**config.mk**
```make
export PLATFORM = sky130hd
export DESIGN_NAME = mem_wb_skid_reg
export DESIGN_NICKNAME = d
export VERILOG_FILES = /design/src/rtl/mem_wb_skid_reg.sv
export SDC_FILE = /design/constraint.sdc
export NUM_CORES = 1
export LEC_CHECK = 0
export CELL_PAD_IN_SITES_DETAIL_PLACEMENT = 1
export CELL_PAD_IN_SITES_GLOBAL_PLACEMENT = 1
export CORE_MARGIN = 2
export CORE_UTILIZATION = 35
export CTS_CLUSTER_SIZE = 14
export DETAILED_ROUTE_END_ITERATION = 16
export PLACE_DENSITY_LB_ADDON = 0.1
export SETUP_SLACK_MARGIN = 0.2
export SYNTH_ARGS = -nofsm -noshare
export SYNTH_HDL_FRONTEND = slang
export SYNTH_SLANG_ARGS = --single-unit
```
**constraint.sdc**
```tcl
create_clock -name clk -period 2.47 [get_ports clk]
set_input_delay 0.494 -clock clk [delete_from_list [all_inputs] [get_ports clk]]
set_output_delay 0.494 -clock clk [all_outputs]
set_load 0.05 [all_outputs]
```
**src/rtl/mem_wb_skid_reg.sv**
```systemverilog
// MEM->WB pipeline register with a two-entry skid buffer.
// Adds flush, $zero write suppression and a saturating stall counter.
module mem_wb_skid_reg #(
    parameter int XLEN         = 32,
    parameter int REG_W        = 5,
    parameter int CTRL_W       = 2,
    parameter int REGWRITE_BIT = 1,
    parameter bit DROP_X0      = 1'b1,
    parameter int CNT_W        = 16
) (
    input  logic              clk,
    input  logic              rst_n,
    input  logic              flush,
    input  logic              in_valid,
    output logic              in_ready,
    input  logic [CTRL_W-1:0] ctrl_wb_in,
    input  logic [XLEN-1:0]   read_data_in,
    input  logic [XLEN-1:0]   alu_result_in,
    input  logic [REG_W-1:0]  write_reg_in,
    output logic              out_valid,
    input  logic              out_ready,
    output logic [CTRL_W-1:0] mem_ctrl_wb,
    output logic [XLEN-1:0]   read_data,
    output logic [XLEN-1:0]   mem_alu_result,
    output logic [REG_W-1:0]  mem_write_reg,
    output logic [CNT_W-1:0]  stall_cnt
);

    typedef enum logic [1:0] {
        EMPTY = 2'd0,
        ONE   = 2'd1,
        FULL  = 2'd2
    } state_t;

    typedef struct packed {
        logic [CTRL_W-1:0] ctrl;
        logic [XLEN-1:0]   rdata;
        logic [XLEN-1:0]   alu;
        logic [REG_W-1:0]  rd;
    } entry_t;

    state_t           state;
    state_t           state_nxt;
    entry_t           main_q;
    entry_t           main_d;
    entry_t           skid_q;
    entry_t           skid_d;
    entry_t           in_ent;
    logic [CNT_W-1:0] cnt_q;
    logic [CNT_W-1:0] cnt_d;
    logic             in_fire;
    logic             out_fire;
    logic             stall;

    assign out_valid = (state != EMPTY);
    assign in_ready  = (state != FULL);
    assign in_fire   = in_valid & in_ready;
    assign out_fire  = out_valid & out_ready;
    assign stall     = out_valid & ~out_ready;

    // Incoming entry, with register-write stripped for x0 destinations
    always_comb begin
        in_ent.ctrl  = ctrl_wb_in;
        in_ent.rdata = read_data_in;
        in_ent.alu   = alu_result_in;
        in_ent.rd    = write_reg_in;
        if (DROP_X0 && write_reg_in == '0) begin
            in_ent.ctrl[REGWRITE_BIT] = 1'b0;
        end
    end

    // Next state and storage moves; flush empties but keeps head data
    always_comb begin
        state_nxt = state;
        main_d    = main_q;
        skid_d    = skid_q;
        case (state)
            EMPTY: begin
                if (in_fire) begin
                    state_nxt = ONE;
                    main_d    = in_ent;
                end
            end
            ONE: begin
                if (in_fire && !out_fire) begin
                    state_nxt = FULL;
                    skid_d    = in_ent;
                end else if (in_fire && out_fire) begin
                    main_d    = in_ent;
                end else if (out_fire) begin
                    state_nxt = EMPTY;
                end
            end
            FULL: begin
                if (out_fire) begin
                    state_nxt = ONE;
                    main_d    = skid_q;
                end
            end
            default: state_nxt = EMPTY;
        endcase
        if (flush) begin
            state_nxt = EMPTY;
            main_d    = main_q;
            skid_d    = skid_q;
        end
    end

    // Stall counter saturates at all-ones
    always_comb begin
        cnt_d = cnt_q;
        if (stall && cnt_q != {CNT_W{1'b1}}) begin
            cnt_d = cnt_q + CNT_W'(1);
        end
    end

    // State, storage and counter registers with synchronous reset
    always_ff @(posedge clk) begin
        if (!rst_n) begin
            state  <= EMPTY;
            main_q <= '0;
            skid_q <= '0;
            cnt_q  <= '0;
        end else begin
            state  <= state_nxt;
            main_q <= main_d;
            skid_q <= skid_d;
            cnt_q  <= cnt_d;
        end
    end

    assign mem_ctrl_wb    = out_valid ? main_q.ctrl : '0;
    assign read_data      = main_q.rdata;
    assign mem_alu_result = main_q.alu;
    assign mem_write_reg  = main_q.rd;
    assign stall_cnt      = cnt_q;

endmodule

```
==> impl_metrics.env, run 1 <==
export IMPL_die_w_um=146
export IMPL_p_sw_w=0.00167
export IMPL_dr_first_iter_drc_count=315
export IMPL_final_cells=1238
export IMPL_start_kind="flop"
export IMPL_synthToLayoutAreaGrowth_pct=29.4
export IMPL_cpPeakStageDelay_ns=0.85
export IMPL_clockBufferDepth=2
export IMPL_yosysSeqAreaShare_pct=45.6
export IMPL_grt_pass1_vias=6929
export IMPL_viasPerCell=5.37
export IMPL_cap_violations=0
export IMPL_antenna_found_initial=0
export IMPL_power_share_clock_pct=39.7
export IMPL_rr_endpoint="stall_cnt[13]$_SDFFE_PN0P_"
export IMPL_fmax_ghz=0.450
export IMPL_period_share_pct=90.1
export IMPL_fin_nets=1041
export IMPL_ys_warn_count=0
export IMPL_yosysTopAreaCellShare_pct=45.6
export IMPL_grt_pass1_wl_mm=35.9
export IMPL_hold_depth=2
export IMPL_drc=0
export IMPL_initial_core_util_pct=35.9
export IMPL_worstPathMaxFanout=6
export IMPL_top_register="skid_q"
export IMPL_ios=165
export IMPL_cts_hold_buffers_added=0
export IMPL_clkSlewWorstSetupHoldPaths_ns=0.06
export IMPL_coreArea_mm2=0.0196
export IMPL_finalClockSkew_ns=0.00770
export IMPL_die_h_um=146
export IMPL_avgSynthCellArea_um2=7.83
export IMPL_cpMaxStageDelayCell="clkdlybuf4s50_1"
export IMPL_status="complete, no violations"
export IMPL_cts_tree="built"
export IMPL_hold_violations=0
export IMPL_worst_pin_slew_ns=0.680
export IMPL_grt_overflow=0
export IMPL_drtPass1Iterations=4
export IMPL_finalMaxSlewViolations=0
export IMPL_htree_levels=4
export IMPL_cts_root_buf="clkbuf_16"
export IMPL_holdPathEnd="skid_q[48]$_SDFFE_PN0P_"
export IMPL_r2r_cells=6
export IMPL_largest_reg_flops=71
export IMPL_syn_nets=975
export IMPL_p_int_w=0.00446
export IMPL_diodes=0
export IMPL_final_layout_size_suffix_gt1_share_pct=6.78
export IMPL_critPathKind="flop to primary output"
export IMPL_fill_cells=2313
export IMPL_synthArstFlopShare_pct=0
export IMPL_synth_edf_count=0
export IMPL_syn_inst=898
export IMPL_path_buf_inv=1
export IMPL_clk_latency_ns=0.43
export IMPL_ant_nets=0
export IMPL_cts_buffers=17
export IMPL_die_area_mm2=0.0212
export IMPL_worstHoldStart="skid_q[48]$_SDFFE_PN0P_"
export IMPL_r2r_setup_slack_ns=0.41
export IMPL_cp_cell_sequence="clkdlybuf4s50_1"
export IMPL_gp_congestion=0.750
export IMPL_p_seq_share_pct=44.6
export IMPL_cts_sinks=160
export IMPL_pwr_share_comb_pct=15.7
export IMPL_synth_top_area_cell="dfxtp_1"
export IMPL_fin_crit_ns=2.22
export IMPL_irDropWorstVdd_mv=0.430
export IMPL_swShare_pct=27.3
export IMPL_synth_ff_type="dfxtp_1"
export IMPL_power_density_mw_per_mm2=674
export IMPL_netlist_area_mm2=0.00703
export IMPL_ys_ff_latch=160
export IMPL_grt_max_degree=72
export IMPL_vias=6644
export IMPL_port_buffers=164
export IMPL_min_path_type="flop to flop"
export IMPL_synthTopCellsByArea="dfxtp_1 46%, nand2_1 15%, a21oi_1 11%"
export IMPL_crit_required_ns=1.98
export IMPL_finalSetupViolations=0
export IMPL_drt_total_wl_mm=22.3
export IMPL_r2r_start="stall_cnt[0]$_SDFFE_PN0P_"
export IMPL_ys_types=37
export IMPL_setup_tns_ns=0
export IMPL_relSlewSlack_pct=54.3
export IMPL_dp_cells=1210
export IMPL_cp_end_kind="primary output"
export IMPL_power_leakage_nw=3.14
export IMPL_place_hpwl_mm=14.3
export IMPL_cp_data_arrival_time_ns=1.73
export IMPL_grt_usage_pct=20.8
export IMPL_rsz0062_at_grt="false"
export IMPL_num_rows=51
export IMPL_cp_top_family="buffers and inverters"
export IMPL_wl_per_cell_um=18.0
## cell usage after synthesis, types with 2 or more instances
| library cell | n |
|---|---|
| dfxtp_1 | 160 |
| a21oi_1 | 157 |
| nand3b_1 | 2 |
| and2_1 | 3 |
| o31ai_1 | 5 |
| mux2i_1 | 3 |
| o211ai_1 | 3 |
| inv_1 | 5 |
| nand2_1 | 288 |
| nand3_1 | 5 |
| nor4_1 | 2 |
| o41ai_1 | 2 |
| clkbuf_1 | 60 |
| or4_1 | 8 |
| a311oi_1 | 70 |
| o21ai_0 | 6 |
| and3_1 | 3 |
| nor3_1 | 5 |
| buf_2 | 14 |
| nand2b_1 | 3 |
| buf_4 | 69 |
| or3_1 | 6 |
| nand4_1 | 4 |
| nor2b_1 | 2 |
## through the flow
stage | hold slack [ns] | utilization, % | setup WS, ns | power, W | instance area (um^2)
after floorplan | 0.437 | - | 0.264 | 0.00343 | 7030
after global placement | 0.441 | 43.8 | 0.168 | 0.00374 | 8580
after detailed placement | 0.447 | 43.8 | 0.103 | 0.00376 | 8580
after CTS | 0.456 | 46.4 | 0.168 | 0.00620 | 9100
after global routing | 0.483 | 46.5 | 0.202 | 0.00636 | 9100
final | 0.454 | 46.5 | 0.245 | 0.00613 | 9100
## logic make-up after synthesis
family / count (synthesis) / synth area share (%)
simple gates: 336 / 19.8
compound gates: 249 / 22.2
flops: 160 / 45.6
buf+inv: 149 / 11.9
mux: 3 / 0.427
fa+ha+maj: 1 / 0.178
## timing repair
action,in CTS,in global routing
buffers inserted,0,0
pin swaps,0,0
resized for setup,2,4
endpoints found under the setup margin,2,3
## cell usage in the layout, fill, tap and decap left out, types with 3 or more instances in the layout
cell,netlist,layout
nand2_1,288,288
dfxtp_1,160,160
clkdlybuf4s50_1,0,158
a21oi_1,157,157
a311oi_1,70,70
clkbuf_16,0,17
buf_4,69,15
buf_12,0,13
or4_1,8,8
or3_1,6,6
o21ai_0,6,6
nor3_1,5,5
o31ai_1,5,5
nand4_1,4,4
nand3_1,5,4
clkinv_2,0,4
nand2b_1,3,3
mux2i_1,3,3
inv_1,5,3
o211ai_1,3,3
## how the worst max path moves through the flow
stage                                   start                         end  slack, ns  depth (start not counted)
floorplan           stall_cnt[0]$_SDFFE_PN0P_  stall_cnt[14]$_SDFFE_PN0P_       0.26                          6
global placement                    out_ready   stall_cnt[9]$_SDFFE_PN0P_       0.17                          5
detailed placement                  out_ready  stall_cnt[13]$_SDFFE_PN0P_       0.10                          5
CTS                     state[1]$_SDFFE_PP0P_              mem_ctrl_wb[0]       0.17                          3
global route        stall_cnt[9]$_SDFFE_PN0P_                stall_cnt[9]       0.20                          1
finish              stall_cnt[0]$_SDFFE_PN0P_                stall_cnt[0]       0.25                          1
## layer usage
| layer | global-route usage [%] | vias to the layer above | share of wire, % |
|---|---|---|---|
| met5 | 0 | - | 0 |
| met2 | 37.2 | 134 | 50 |
| li1 | - | 3177 | - |
| met3 | 4.51 | 23 | 4.2 |
| met4 | 6.23 | 0 | 1.3 |
| met1 | 24.9 | 3310 | 44 |
## power groups by stage
stage / Clock (W) / Combinational [W] / Sequential (W)
after floorplan: 0 / 0.000654 / 0.00277
final: 0.00243 / 0.000961 / 0.00274
after CTS: 0.00249 / 0.000968 / 0.00274
after global routing: 0.00259 / 0.00102 / 0.00275
after detailed placement: 0 / 0.000966 / 0.00279
after global placement: 0 / 0.000947 / 0.00279
## cell type report
| cell class | count | area, um^2 | area share, % |
|---|---|---|---|
| Clock buffer | 21 | 460 | 5.06 |
| Clock inverter | 7 | 65.1 | 0.715 |
| Inverter | 6 | 25.0 | 0.275 |
| Multi-Input combinational cell | 589 | 3020 | 33.2 |
| Sequential cell | 160 | 3200 | 35.2 |
| Tap cell | 265 | 332 | 3.64 |
| Timing Repair Buffer | 190 | 1990 | 21.9 |
Note: power is estimated with default switching activity, not from simulation.
==> run 2: changes to the inputs <==
==> config.mk (replaced) <==
export PLATFORM = sky130hd
export DESIGN_NAME = mem_wb_skid_reg
export DESIGN_NICKNAME = d
export VERILOG_FILES = /design/src/rtl/mem_wb_skid_reg.sv
export SDC_FILE = /design/constraint.sdc
export NUM_CORES = 1
export LEC_CHECK = 0
export CORE_MARGIN = 2
export CORE_UTILIZATION = 35
export CTS_CLUSTER_SIZE = 14
export DETAILED_ROUTE_END_ITERATION = 16
export SETUP_SLACK_MARGIN = 0.2
export SLEW_MARGIN = 25
export SYNTH_ARGS = -nofsm -noshare
export SYNTH_HDL_FRONTEND = slang
export SYNTH_SLANG_ARGS = --single-unit
==> run 2 against run 1 <==
  * First-iteration DRC count rose by 21%
  * Power rose by 8.5%
  * Clock-buffer cell count fell by 2
  * Highest routed layer unchanged
==> impl_metrics.env, run 2 (synthesized netlist as in run 1, its figures left out) <==
export IMPL_cp_top_family="buffers and inverters"
export IMPL_coreArea_mm2=0.0196
export IMPL_wl_per_cell_um=15.7
export IMPL_path_buf_inv=1
export IMPL_grt_max_degree=73
export IMPL_hold_depth=2
export IMPL_die_area_mm2=0.0212
export IMPL_r2r_cells=6
export IMPL_status="complete, no violations"
export IMPL_grt_pass1_wl_mm=31.4
export IMPL_dr_first_iter_drc_count=380
export IMPL_cp_end_kind="primary output"
export IMPL_top_register="skid_q"
export IMPL_worstPathMaxFanout=6
export IMPL_grt_overflow=0
export IMPL_start_kind="flop"
export IMPL_power_leakage_nw=3.17
export IMPL_cpMaxStageDelayCell="clkdlybuf4s50_1"
export IMPL_cap_violations=0
export IMPL_setup_tns_ns=0
export IMPL_die_h_um=146
export IMPL_die_w_um=146
export IMPL_crit_required_ns=1.98
export IMPL_finalClockSkew_ns=0.00799
export IMPL_finalSetupViolations=0
export IMPL_drt_total_wl_mm=19.5
export IMPL_relSlewSlack_pct=43.2
export IMPL_min_path_type="flop to flop"
export IMPL_cts_buffers=17
export IMPL_hold_ws_ns=0.453
export IMPL_viasPerCell=5.05
export IMPL_worst_pin_slew_ns=0.853
export IMPL_clkSlewWorstSetupHoldPaths_ns=0.06
export IMPL_clk_latency_ns=0.41
export IMPL_rsz0062_at_grt="false"
export IMPL_drtPass1Iterations=4
export IMPL_endpoint="stall_cnt[13]"
export IMPL_port_buffers=164
export IMPL_gp_congestion=0.742
export IMPL_synthToLayoutAreaGrowth_pct=30.8
export IMPL_cp_cell_sequence="clkdlybuf4s50_1"
export IMPL_fin_crit_ns=2.18
export IMPL_diodes=0
export IMPL_grt_pass1_vias=5827
export IMPL_totalPowerFinal_w=0.00665
export IMPL_layout_common_cells="288 x nand2_1, 160 x dfxtp_1, 159 x clkdlybuf4s50_1"
export IMPL_largest_reg_flops=71
export IMPL_place_hpwl_mm=11.7
export IMPL_fin_nets=1039
export IMPL_htree_levels=4
export IMPL_cts_root_buf="clkbuf_16"
export IMPL_cts_setup_buffers=0
export IMPL_rr_endpoint="stall_cnt[9]$_SDFFE_PN0P_"
export IMPL_worst_path_stages=1
export IMPL_cpPeakStageDelay_ns=0.84
export IMPL_power_density_mw_per_mm2=723
export IMPL_fmax_ghz=0.458
export IMPL_period_share_pct=88.4
export IMPL_drc=0
export IMPL_vias=6253
export IMPL_irDropWorstVdd_mv=0.439
export IMPL_r2r_setup_slack_ns=0.53
export IMPL_num_rows=51
export IMPL_ios=165
export IMPL_fill_cells=1928
export IMPL_final_layout_size_suffix_gt1_share_pct=6.99
export IMPL_critPathKind="flop to primary output"
export IMPL_cts_sinks=160
export IMPL_cp_data_arrival_time_ns=1.69
export IMPL_cts_tree="built"
export IMPL_r2r_start="stall_cnt[0]$_SDFFE_PN0P_"
export IMPL_hold_violations=0
export IMPL_finalMaxSlewViolations=0
export IMPL_final_common_cell="nand2_1"
export IMPL_ant_nets=0
export IMPL_cp_startpoint="stall_cnt[13]$_SDFFE_PN0P_"
export IMPL_grt_usage_pct=18.1
export IMPL_clockBufferDepth=2
export IMPL_initial_core_util_pct=35.9
export IMPL_antenna_found_initial=0
==> run 2: cell types whose count changed in the layout (fill, tap and decap cells not counted), sizes merged <==
cell and delta:
clkdlybuf4s50 +1, dlymetal6s2s -1, buf -2, clkbuf -2, bufinv +5, clkinvlp -1
==> run 2: what timing repair did <==
action | in CTS | in global routing
pin swaps | 0 | 0
endpoints found under the hold margin | 0 | 0
resized for setup | 2 | 3
endpoints found under the setup margin | 2 | 2
hold buffers | 0 | 0
==> run 2: per-layer routing <==
| metal | GRT usage, % | up-vias | wire [um] |
|---|---|---|---|
| li1 | - | 3166 | - |
| met5 | 0 | - | 0 |
| met1 | 24.3 | 2927 | 9070 |
| met4 | 3.38 | 0 | 105 |
| met2 | 29.4 | 153 | 9150 |
| met3 | 5.24 | 7 | 1160 |
==> run 2: metrics by stage <==
stage / setup WS [ns] / area, um^2 / std cells / utilization (%)
after CTS: 0.205 / 9200 / 1238 / 47.0
after global placement: 0.151 / 8540 / 1208 / 43.6
after detailed placement: 0.136 / 8540 / 1208 / 43.6
final: 0.288 / 9200 / 1238 / 46.9
after floorplan: 0.264 / 7030 / 898 / -
after global routing: 0.205 / 9200 / 1238 / 46.9
==> run 2: area by class of cell <==
| cell class | instances | area, um^2 | share of cell area, % |
|---|---|---|---|
| clock buffers | 19 | 453 | 4.93 |
| clock inverters | 11 | 211 | 2.30 |
| flip-flops and latches | 160 | 3200 | 34.8 |
| multi-input cells | 589 | 3020 | 32.9 |
| inverters | 6 | 25.0 | 0.272 |
| well taps | 265 | 332 | 3.61 |
| repair buffers | 188 | 1950 | 21.2 |
==> run 2: how the worst min path moves through the flow <==
| stage | from | endpoint | slack (ns) |
|---|---|---|---|
| floorplan | skid_q[0]$_SDFFE_PN0P_ | skid_q[0]$_SDFFE_PN0P_ | 0.44 |
| global placement | skid_q[52]$_SDFFE_PN0P_ | skid_q[52]$_SDFFE_PN0P_ | 0.44 |
| finish | skid_q[30]$_SDFFE_PN0P_ | skid_q[30]$_SDFFE_PN0P_ | 0.45 |
| global route | skid_q[5]$_SDFFE_PN0P_ | skid_q[5]$_SDFFE_PN0P_ | 0.47 |
| detailed placement | skid_q[30]$_SDFFE_PN0P_ | skid_q[30]$_SDFFE_PN0P_ | 0.45 |
| CTS | skid_q[5]$_SDFFE_PN0P_ | skid_q[5]$_SDFFE_PN0P_ | 0.46 |
==> run 2: power by group <==
group	internal [W]	switching (W)
combinational	0.000367	0.000573
sequential	0.00268	0.0000588
clock	0.00194	0.00104
total	0.00498	0.00167
